## src/rtl/rvh_l1d_pkg.sv

```systemverilog
// Shared types and widths for the PTW <-> L1D walk-request path.
package rvh_l1d_pkg;

  localparam int unsigned PTW_ID_WIDTH  = 1;
  localparam int unsigned PADDR_WIDTH   = 56;
  localparam int unsigned PTE_WIDTH     = 64;
  localparam int unsigned PTW_TAG_WIDTH = 4;

  typedef enum logic [2:0] {
    SLOT_FREE  = 3'd0,
    SLOT_ISSUE = 3'd1,
    SLOT_WAIT  = 3'd2,
    SLOT_DONE  = 3'd3,
    SLOT_DRAIN = 3'd4
  } ptw_slot_state_e;

  typedef struct packed {
    ptw_slot_state_e            state;
    logic [PADDR_WIDTH-1:0]     paddr;
    logic [PTW_TAG_WIDTH-1:0]   tag;
    logic [PTE_WIDTH-1:0]       pte;
  } ptw_walk_slot_t;

endpackage

```

## src/rtl/rvh_ptw_l1d_walk_slot.sv

```systemverilog
// One tracked walk request: lifecycle FSM plus its paddr/tag/pte payload.
module rvh_ptw_l1d_walk_slot
  import rvh_l1d_pkg::*;
(
  input  logic                     clk,
  input  logic                     rst_n,
  input  logic                     flush,
  input  logic                     alloc,
  input  logic [PADDR_WIDTH-1:0]   alloc_paddr,
  input  logic [PTW_TAG_WIDTH-1:0] alloc_tag,
  input  logic                     issue_hs,
  input  logic                     resp,
  input  logic [PTE_WIDTH-1:0]     resp_pte,
  input  logic                     ret_hs,
  output ptw_walk_slot_t           slot
);

  // Slot state and payload; a flush sends slots with a walk in flight to DRAIN.
  always_ff @(posedge clk or negedge rst_n) begin
    if (!rst_n) begin
      slot.state <= SLOT_FREE;
      slot.paddr <= '0;
      slot.tag   <= '0;
      slot.pte   <= '0;
    end else begin
      case (slot.state)
        SLOT_FREE: begin
          if (alloc) begin
            slot.state <= SLOT_ISSUE;
            slot.paddr <= alloc_paddr;
            slot.tag   <= alloc_tag;
          end
        end
        SLOT_ISSUE: begin
          if (flush)         slot.state <= issue_hs ? SLOT_DRAIN : SLOT_FREE;
          else if (issue_hs) slot.state <= SLOT_WAIT;
        end
        SLOT_WAIT: begin
          if (resp) begin
            slot.state <= flush ? SLOT_FREE : SLOT_DONE;
            slot.pte   <= resp_pte;
          end else if (flush) begin
            slot.state <= SLOT_DRAIN;
          end
        end
        SLOT_DONE: begin
          if (flush || ret_hs) slot.state <= SLOT_FREE;
        end
        SLOT_DRAIN: begin
          if (resp) slot.state <= SLOT_FREE;
        end
        default: slot.state <= SLOT_FREE;
      endcase
    end
  end

endmodule

```

## src/rtl/rvh_ptw_l1d_walk_port.sv

```systemverilog
// PTW-side walk-request initiator: allocates walker requests to slots, issues them to
// L1D, and returns PTEs to the walkers. Slot index doubles as the L1D request id.
module rvh_ptw_l1d_walk_port
  import rvh_l1d_pkg::*;
#(
  parameter int unsigned NUM_SLOTS           = 2,
  parameter int unsigned L1D_MAX_OUTSTANDING = 1,
  parameter int unsigned TAG_WIDTH           = PTW_TAG_WIDTH
) (
  input  logic                    clk,
  input  logic                    rst_n,
  input  logic                    flush_i,
  input  logic                    walker_req_vld_i,
  output logic                    walker_req_rdy_o,
  input  logic [PADDR_WIDTH-1:0]  walker_req_paddr_i,
  input  logic [TAG_WIDTH-1:0]    walker_req_tag_i,
  output logic                    ptw_walk_req_vld_o,
  input  logic                    ptw_walk_req_rdy_i,
  output logic [PTW_ID_WIDTH-1:0] ptw_walk_req_id_o,
  output logic [PADDR_WIDTH-1:0]  ptw_walk_req_addr_o,
  input  logic                    ptw_walk_resp_vld_i,
  output logic                    ptw_walk_resp_rdy_o,
  input  logic [PTW_ID_WIDTH-1:0] ptw_walk_resp_id_i,
  input  logic [PTE_WIDTH-1:0]    ptw_walk_resp_pte_i,
  output logic                    walker_resp_vld_o,
  input  logic                    walker_resp_rdy_i,
  output logic [TAG_WIDTH-1:0]    walker_resp_tag_o,
  output logic [PTE_WIDTH-1:0]    walker_resp_pte_o
);

  localparam int unsigned CNT_W = $clog2(NUM_SLOTS + 1);

  ptw_walk_slot_t            slot_q [NUM_SLOTS];
  logic [NUM_SLOTS-1:0]      free_vec;
  logic [NUM_SLOTS-1:0]      issue_vec;
  logic [NUM_SLOTS-1:0]      done_vec;
  logic [PTW_ID_WIDTH-1:0]   alloc_id;
  logic [PTW_ID_WIDTH-1:0]   issue_pri_id;
  logic [PTW_ID_WIDTH-1:0]   ret_pri_id;
  logic [PTW_ID_WIDTH-1:0]   issue_id;
  logic [PTW_ID_WIDTH-1:0]   ret_id;
  logic [PTW_ID_WIDTH-1:0]   issue_id_q;
  logic [PTW_ID_WIDTH-1:0]   ret_id_q;
  logic                      issue_lock_q;
  logic                      ret_lock_q;
  logic [CNT_W-1:0]          inflight_cnt;
  logic                      issue_hs;

  // Lowest-index priority encoders for alloc, issue and return.
  always_comb begin
    alloc_id     = '0;
    issue_pri_id = '0;
    ret_pri_id   = '0;
    for (int i = int'(NUM_SLOTS) - 1; i >= 0; i--) begin
      if (free_vec[i])  alloc_id     = PTW_ID_WIDTH'(i);
      if (issue_vec[i]) issue_pri_id = PTW_ID_WIDTH'(i);
      if (done_vec[i])  ret_pri_id   = PTW_ID_WIDTH'(i);
    end
  end

  // A presented-but-stalled slot stays selected even if a lower slot becomes eligible.
  assign issue_id = issue_lock_q ? issue_id_q : issue_pri_id;
  assign ret_id   = ret_lock_q   ? ret_id_q   : ret_pri_id;

  assign walker_req_rdy_o    = (|free_vec) & ~flush_i;
  assign ptw_walk_req_vld_o  = (|issue_vec) & (32'(inflight_cnt) < L1D_MAX_OUTSTANDING);
  assign ptw_walk_req_id_o   = issue_id;
  assign ptw_walk_req_addr_o = slot_q[issue_id].paddr;
  assign ptw_walk_resp_rdy_o = 1'b1;
  assign walker_resp_vld_o   = |done_vec;
  assign walker_resp_tag_o   = TAG_WIDTH'(slot_q[ret_id].tag);
  assign walker_resp_pte_o   = slot_q[ret_id].pte;
  assign issue_hs            = ptw_walk_req_vld_o & ptw_walk_req_rdy_i;

  // Per-slot trackers, each driven by its decoded share of the handshakes.
  for (genvar g = 0; g < int'(NUM_SLOTS); g++) begin : g_slot
    assign free_vec[g]  = (slot_q[g].state == SLOT_FREE);
    assign issue_vec[g] = (slot_q[g].state == SLOT_ISSUE);
    assign done_vec[g]  = (slot_q[g].state == SLOT_DONE);

    rvh_ptw_l1d_walk_slot u_slot (
      .clk         (clk),
      .rst_n       (rst_n),
      .flush       (flush_i),
      .alloc       (walker_req_vld_i & walker_req_rdy_o & (alloc_id == PTW_ID_WIDTH'(g))),
      .alloc_paddr (walker_req_paddr_i),
      .alloc_tag   (PTW_TAG_WIDTH'(walker_req_tag_i)),
      .issue_hs    (issue_hs & (issue_id == PTW_ID_WIDTH'(g))),
      .resp        (ptw_walk_resp_vld_i & (ptw_walk_resp_id_i == PTW_ID_WIDTH'(g))),
      .resp_pte    (ptw_walk_resp_pte_i),
      .ret_hs      (walker_resp_vld_o & walker_resp_rdy_i & (ret_id == PTW_ID_WIDTH'(g))),
      .slot        (slot_q[g])
    );
  end

  // Selection locks and the count of walks L1D still owes a response for.
  always_ff @(posedge clk or negedge rst_n) begin
    if (!rst_n) begin
      issue_lock_q <= 1'b0;
      issue_id_q   <= '0;
      ret_lock_q   <= 1'b0;
      ret_id_q     <= '0;
      inflight_cnt <= '0;
    end else begin
      issue_lock_q <= ptw_walk_req_vld_o & ~ptw_walk_req_rdy_i & ~flush_i;
      issue_id_q   <= issue_id;
      ret_lock_q   <= walker_resp_vld_o & ~walker_resp_rdy_i & ~flush_i;
      ret_id_q     <= ret_id;
      case ({issue_hs, ptw_walk_resp_vld_i})
        2'b10:   inflight_cnt <= inflight_cnt + CNT_W'(1);
        2'b01:   inflight_cnt <= inflight_cnt - CNT_W'(1);
        default: inflight_cnt <= inflight_cnt;
      endcase
    end
  end

`ifndef SYNTHESIS
  // Protocol checks on L1D responses and the outstanding-walk limit.
  always_ff @(posedge clk) begin
    if (rst_n) begin
      if (ptw_walk_resp_vld_i) begin
        assert (32'(ptw_walk_resp_id_i) < NUM_SLOTS)
          else $error("walk resp id %0d out of range", ptw_walk_resp_id_i);
        assert (slot_q[ptw_walk_resp_id_i].state inside {SLOT_WAIT, SLOT_DRAIN})
          else $error("walk resp for slot %0d with no walk in flight", ptw_walk_resp_id_i);
      end
      assert (32'(inflight_cnt) <= L1D_MAX_OUTSTANDING)
        else $error("inflight_cnt %0d exceeds limit", inflight_cnt);
    end
  end
`endif

endmodule

```

## config.mk

```make
export PLATFORM = sky130hd
export DESIGN_NAME = rvh_ptw_l1d_walk_port
export DESIGN_NICKNAME = d
export VERILOG_FILES = /design/src/rtl/rvh_l1d_pkg.sv /design/src/rtl/rvh_ptw_l1d_walk_slot.sv /design/src/rtl/rvh_ptw_l1d_walk_port.sv
export SDC_FILE = /design/constraint.sdc
export NUM_CORES = 1
export LEC_CHECK = 0
export BUFFER_PORTS_ARGS = -buffer_cell sky130_fd_sc_hd__buf_2
export CAP_MARGIN = 15
export CORE_MARGIN = 2
export CORE_UTILIZATION = 54
export CTS_CLUSTER_SIZE = 24
export DETAILED_ROUTE_END_ITERATION = 10
export GPL_TIMING_DRIVEN = 0
export PLACE_DENSITY = 0.84
export SYNTH_ARGS = -nofsm -noshare
export SYNTH_HDL_FRONTEND = slang
export SYNTH_SLANG_ARGS = --single-unit
export TNS_END_PERCENT = 30
```

## constraint.sdc

```tcl
create_clock -name clk -period 2.3 [get_ports clk]
set_clock_uncertainty 0.05 [all_clocks]
set_input_delay 0.23 -clock clk [delete_from_list [all_inputs] [get_ports clk]]
set_output_delay 0.23 -clock clk [all_outputs]
set_load 0.01 [all_outputs]
```

**After elaboration in Yosys (flattened, before gate mapping)**

Index checks and enable logic that the tools add are counted.

- Logic and storage cells: 111
- Output and inout port bits: 129
- Flip-flop bits (word level): 260

- Mux-type cells: 33
- Reduce and logical (&&, ||, !) cells: 14
- Add/sub/neg operators: 2
- Equality and inequality tests: 20
- Bitwise operators: 26
- $lt $le $gt $ge: 3

Operators with widths:

| operator | number |
|---|---|
| 2-to-1 mux 124 bit | 3 |
| 2-to-1 mux 68 bit | 3 |
| 2-to-1 mux 63 bit | 2 |
| 2-to-1 mux 3 bit | 13 |
| one-hot mux 3 bit (5 select lines) | 2 |
| bitwise AND 1 bit | 17 |
| == test 3 x 2 -> 1 bit, second input constant | 4 |
| != test 2 x 1 -> 1 bit, second input constant | 6 |
| != test 3 x 2 -> 1 bit, second input constant | 4 |
| AND reduction 5 bit | 2 |
| 2-to-1 mux 1 bit | 8 |
| AND reduction 2 bit | 4 |
| inverter 1 bit | 7 |
| == test 3 x 1 -> 1 bit, second input constant | 2 |
| == test 3 bit, second input constant | 2 |
| logical NOT 3 bit | 2 |
| OR reduction 2 bit | 3 |
| >= comparator 2 bit, second input constant | 2 |
| inverter 1 -> 2 bit | 2 |
| one-hot mux 2 bit (2 select lines) | 1 |
| adder 2 x 1 -> 2 bit, second input constant | 1 |
| == test 2 x 1 -> 1 bit, second input constant | 1 |
| == test 2 bit, second input constant | 1 |
| logical OR 1 bit | 2 |
| other kinds (4) | 4 |

**Logic depth before layout (Yosys ltp)**

- Word-level depth: 9
- Gate-level depth with buffers: 8
- Gate-level depth less buffers: 7

**By module**

From an unflattened synthesis, not the netlist that was laid out.

- Cell total of the unflattened synthesis: 762
- Area, all modules: 11906.4 sq um

By module, submodules not included:

| module | instances | cells an instance | area an instance (sq um) | sequential area each (sq um) |
|---|---|---|---|---|
| rvh_ptw_l1d_walk_slot | 2 | 286 | 4926.0 | 3178.0 |
| rvh_ptw_l1d_walk_port | 1 | 190 | 2054.5 | 150.1 |

**Least setup slack after synthesis**

Ideal clock, no wire load.

- Path kind: register -> register
- Start: register g_slot[0].u_slot.slot[124] in the netlist's numbering
- End: register inflight_cnt[1]
- Cell stages (with the launch flop): 8
- Data required time: 2.123 ns
- Buffers on the path: 1
- Path slack: 0.138 ns
- Arrival: 1.985 ns
- Cell sequence: dfrtp_1 > clkbuf_1 > or3b_2 > a21boi_0 > nand2_1 > ha_1 > nand2_1 > o21ai_0

- Longest elaborated chain between the ends: 6
- Elaborated cells between the ends (all ways): 8
- Those cells by class: eq/ne: 3; mux: 1; bitwise: 2; reduce/logical: 2

Ends and longest elaborated chain:

| element | RTL line | text |
|---|---|---|
| from (decl) | rvh_ptw_l1d_walk_slot.sv:15 | `output ptw_walk_slot_t slot` |
| == test 3 x 1 -> 1 bit * | rvh_ptw_l1d_walk_port.sv:78 | `assign issue_vec[g] = (slot_q[g].state == SLOT_ISSUE);` |
| OR reduction 2 bit * | rvh_ptw_l1d_walk_port.sv:66 | `assign ptw_walk_req_vld_o = (\|issue_vec) & (32'(inflight_cnt) < L1D_MAX_OUTSTANDING);` |
| bitwise AND 1 bit * | rvh_ptw_l1d_walk_port.sv:66 |  |
| net ptw_walk_req_vld_o | rvh_ptw_l1d_walk_port.sv:17 | `output logic ptw_walk_req_vld_o,` |
| bitwise AND 1 bit * | rvh_ptw_l1d_walk_port.sv:73 | `assign issue_hs = ptw_walk_req_vld_o & ptw_walk_req_rdy_i;` |
| == test 2 x 1 -> 1 bit or == test 2 bit (tied branches) | rvh_ptw_l1d_walk_port.sv:109 | `case ({issue_hs, ptw_walk_resp_vld_i})` |
| one-hot mux 2 bit (2 select lines) or nonzero test 2 bit (tied branches) | - |  |
| to (signal assigned) | rvh_ptw_l1d_walk_port.sv:110 | `2'b10: inflight_cnt <= inflight_cnt + CNT_W'(1);` |
| to (signal assigned) | rvh_ptw_l1d_walk_port.sv:111 | `2'b01: inflight_cnt <= inflight_cnt - CNT_W'(1);` |
| to (signal assigned) | rvh_ptw_l1d_walk_port.sv:112 | `default: inflight_cnt <= inflight_cnt;` |
| to (decl) | rvh_ptw_l1d_walk_port.sv:46 | `logic [CNT_W-1:0] inflight_cnt;` |

The timed path passes the listed nets; every way through them passes the cells marked *.
A chain may end at the register's enable or synchronous reset.

**Worst setup path in the final report**

- Start: register g_slot[1].u_slot.slot[126] in the netlist's numbering
- End: output port ptw_walk_req_addr_o[31]

- Longest elaborated chain between the ends: 8

Ends and longest elaborated chain:

| element | RTL line | text |
|---|---|---|
| from (decl) | rvh_ptw_l1d_walk_slot.sv:15 |  |
| == test 3 x 1 -> 1 bit | rvh_ptw_l1d_walk_port.sv:78 |  |
| 2-to-1 mux 1 bit (2 in series) | rvh_ptw_l1d_walk_port.sv:56 | `if (issue_vec[i]) issue_pri_id = PTW_ID_WIDTH'(i);` |
| 2-to-1 mux 1 bit | rvh_ptw_l1d_walk_port.sv:62 | `assign issue_id = issue_lock_q ? issue_id_q : issue_pri_id;` |
| inverter 1 -> 2 bit (implied by the code) | rvh_ptw_l1d_walk_port.sv:68 | `assign ptw_walk_req_addr_o = slot_q[issue_id].paddr;` |
| 2-to-1 mux 124 bit (implied by the code) (3 in series) | rvh_ptw_l1d_walk_port.sv:68 |  |
| to (decl) | rvh_ptw_l1d_walk_port.sv:20 | `output logic [PADDR_WIDTH-1:0] ptw_walk_req_addr_o,` |

Every way passes these cells. The select of a mux whose other input is x is not followed.

==> impl_metrics.csv <==
group,metric,value,unit
run_status,status,"finished with violations",
run_status,failed_checks,"setup timing",
drt,dr.pass1.iters,5,
clocking,cts_tree,"yes",
clocking,clk_pin_slew_worst_paths,0.06,ns
logic_synthesis,synth_nets,889,
global_route,grt_max_degree,121,
global_route,grtUsageTotal,28.2,%
place,portBuffers,259,
critical_path,worst_ep_arrival_time,2.46,ns
logic_synthesis,synthCells,755,
drt,routed_wl,35700,um
power,seq_power_share,34.4,%
timing,rsz0062_at_grt,"true",
clocking,cts-buffers-inserted,28,
critical_path,cp_cell_sequence,"or3b_4, o31a_1, buf_6, buf_12, mux2_4, buf_2",
critical_path,cp-startpoint,"g_slot[1].u_slot.slot[126]",
global_route,grt_pass1_wl,49900,um
global_route,first_global_vias,9225,
clocking,htree_levels,1,
power,power.leakage,0.00846,uW
critical_path,crit_path_top_delay_cell,"or3b_4",
power,power.internal,15800,uW
logic_synthesis,synth_cell_types,44,
critical_path,path_class,"register to primary output",
logic_synthesis,synth_edf_count,0,
drt,drc,0,
critical_path,required,2.02,ns
power,power_frac_comb,44.7,%
logic_synthesis,synth_area,11600,um2
logic_synthesis,synth_ff_type,"dfrtp_1",
floorplan,pin_count,261,
cells_and_area,layout.nets,1346,
timing,worstMarginPinSlew,0.701,ns
timing,hold_viol,0,
floorplan,rows,53,
floorplan,start_util,55.2,%
cells_and_area,mostFrequentLayoutCells,"mux2_2, dfrtp_1, buf_2, buf_6, dlygate4sd3_1",
timing,holdWs,0.0881,ns
critical_path,crit_path_end_kind,"primary output",
floorplan,die_h,151,um
place,gp_congestion,0.831,
timing,setup_ws,-0.439,ns
timing,slew_headroom,53.3,%
cells_and_area,register_area,6510,um2
min_path,hp-class,"input port to async pin",
logic_synthesis,async_flop_share,100,%
power,p_sw,7140,uW
timing,setup_viol,126,
drt,drtAntennaViolNets,0,
floorplan,die_w,151,um
clocking,clk_path_buf_depth,3,
logic_synthesis,synth_seq_cells,260,
power,clkPwrFrac,20.9,%
cells_and_area,final_common_cell,"mux2_2",
place,hpwl,17300,um
power,vdd_drop_max,858,uV
timing,final-max-slew-violation-count,0,
floorplan,dieArea,22700,um2
flow_run,max-cap-violations,0,
timing,finalSetupTns,-45.57,ns
place,dp_cells,1291,
floorplan,core,21000,um2
timing,fin_crit_sh,119,%
logic_synthesis,yosys_warnings,0,
logic_synthesis,synth_seq_area_share,56.1,%
cells_and_area,n_fill_cell,982,
drt,vias,8350,
cells_and_area,multi_input_area,5020,um2
cells_and_area,fin_cells,1509,
timing,max_clock_freq,365,MHz
clocking,clk_latency,0.54,ns
logic_synthesis,syn_area_per_cell,15.4,um2
drt,viasPerCell,5.53,
timing,fin_crit,2.74,ns
power,switching_share,31.1,%
global_route,grt_overflow,0,
cells_and_area,area_delta_synth_final,47.8,%
cells_and_area,drive_above_1_share,63.1,%
drt,drt_iter0_markers,334,
critical_path,path_max_fanout,10,
critical_path,critPathLaunchType,"register",
power,power.density,1340,nW/um2
critical_path,regToRegStartpoint,"g_slot[0].u_slot.slot[126]",
global_route,antenna_found_initial,1,
critical_path,slowest_delay,0.41,ns
drt,post_drt_wl_per_cell,23.7,um
clocking,cts.sinks,260,
clocking,root_buffer,"clkbuf_16",
-- worst max-delay path, delay by kind of cell (launching register included) --
family | cells | cell delay (ns)
compound gates | 1 | 0.30
simple gates | 1 | 0.41
flops | 1 | 0.40
mux | 1 | 0.31
buf+inv | 3 | 0.48
-- metal layers --
layer | vias up | wire length, um | track usage, %
met5 | - | 0 | 0
met4 | 0 | 1040 | 7.83
met3 | 80 | 2460 | 7.55
met2 | 351 | 19100 | 51.6
met1 | 4268 | 13200 | 32.3
li1 | 3651 | - | -
-- final timing paths --
kind,endpoint,slack [ns],cells after the start
setup / recovery,ptw_walk_req_addr_o[31],-0.44,6
hold / removal,g_slot[0].u_slot.slot[123],0.09,2
setup reg to reg,g_slot[0].u_slot.slot[27],0.06,5
hold reg to reg,inflight_cnt[1],0.44,2
max in group asynchronous,g_slot[0].u_slot.slot[126],1.24,3
min in group clk,g_slot[0].u_slot.slot[125],0.09,4
-- flip-flops by register name, indices dropped and copies added (netlist names) --
| register | flops |
|---|---|
| ret_lock_q | 1 |
| issue_id_q | 1 |
| g_slot.u_slot.slot | 254 |
| issue_lock_q | 1 |
| inflight_cnt | 2 |
| ret_id_q | 1 |
-- metrics by stage --
stage | worst slack (ns) | total power (uW) | utilization [%] | cell area (um2)
after floorplan | 0.138 | 12300 | - | 11600
after global placement | -3.75 | 14300 | 63.0 | 13200
after detailed placement | -0.430 | 14700 | 63.3 | 13300
after CTS | -0.468 | 21100 | 79.2 | 16600
after global routing | -0.494 | 23900 | 81.5 | 17100
final | -0.439 | 22900 | 81.5 | 17100
-- synth_stat cells (all sizes together), types with 2 or more instances --
library cell / count / share of area [%]
a21oi: 4 / 0.17
a22oi: 2 / 0.13
a31oi: 2 / 0.11
buf: 40 / 2.3
clkbuf: 7 / 0.23
dfrtp: 260 / 56
ha: 2 / 0.22
inv: 4 / 0.13
mux2: 373 / 37
mux2i: 2 / 0.17
nand2: 8 / 0.26
nand2b: 4 / 0.22
nand3: 3 / 0.13
nand3b: 2 / 0.13
nor2: 6 / 0.19
nor2b: 2 / 0.11
nor3b: 2 / 0.13
o2111ai: 2 / 0.15
o21ai: 4 / 0.17
o31ai: 3 / 0.19
or3: 2 / 0.11
or3b: 2 / 0.15
xnor2: 2 / 0.15
-- power groups by stage --
stage	Combinational (uW)	Clock (uW)	Sequential (uW)
final	10300	4790	7880
after global routing	10800	5030	8070
after CTS	8790	4740	7600
after detailed placement	7060	0	7630
after global placement	6870	0	7480
after floorplan	4970	0	7290
-- cell families after synthesis --
family	count (synthesis)	share of synthesized area [%]
adder cells (fa/ha/maj)	2	0.216
AND/OR/NAND/NOR	37	1.82
XOR/XNOR	3	0.227
other	1	0.0323
buffers and inverters	51	2.65
multiplexers	375	37.3
flip-flops	260	56.1
AO/OA/AOI/OAI	26	1.59
-- cell type report --
| type | count | area share, % |
|---|---|---|
| antenna | 1 | 0.0146 |
| buffer | 41 | 2.10 |
| clock buffer | 38 | 4.84 |
| clock inverter | 13 | 0.854 |
| inverter | 4 | 0.102 |
| multi-input combinational | 444 | 29.3 |
| sequential | 260 | 38.0 |
| tap | 275 | 2.01 |
| timing repair buffer | 433 | 22.8 |
-- what timing repair did --
| item | 4_1_cts | 5_1_grt |
|---|---|---|
| endpoints found under the hold margin | 510 | 0 |
| setup buffers | 25 | 13 |
| hold buffers | 127 | 0 |
| cloned | 5 | 4 |
| resized for setup | 167 | 99 |
| setup endpoints to repair | 170 | 177 |
| pin swaps | 3 | 6 |
Note: power is estimated with default switching activity, not from simulation.
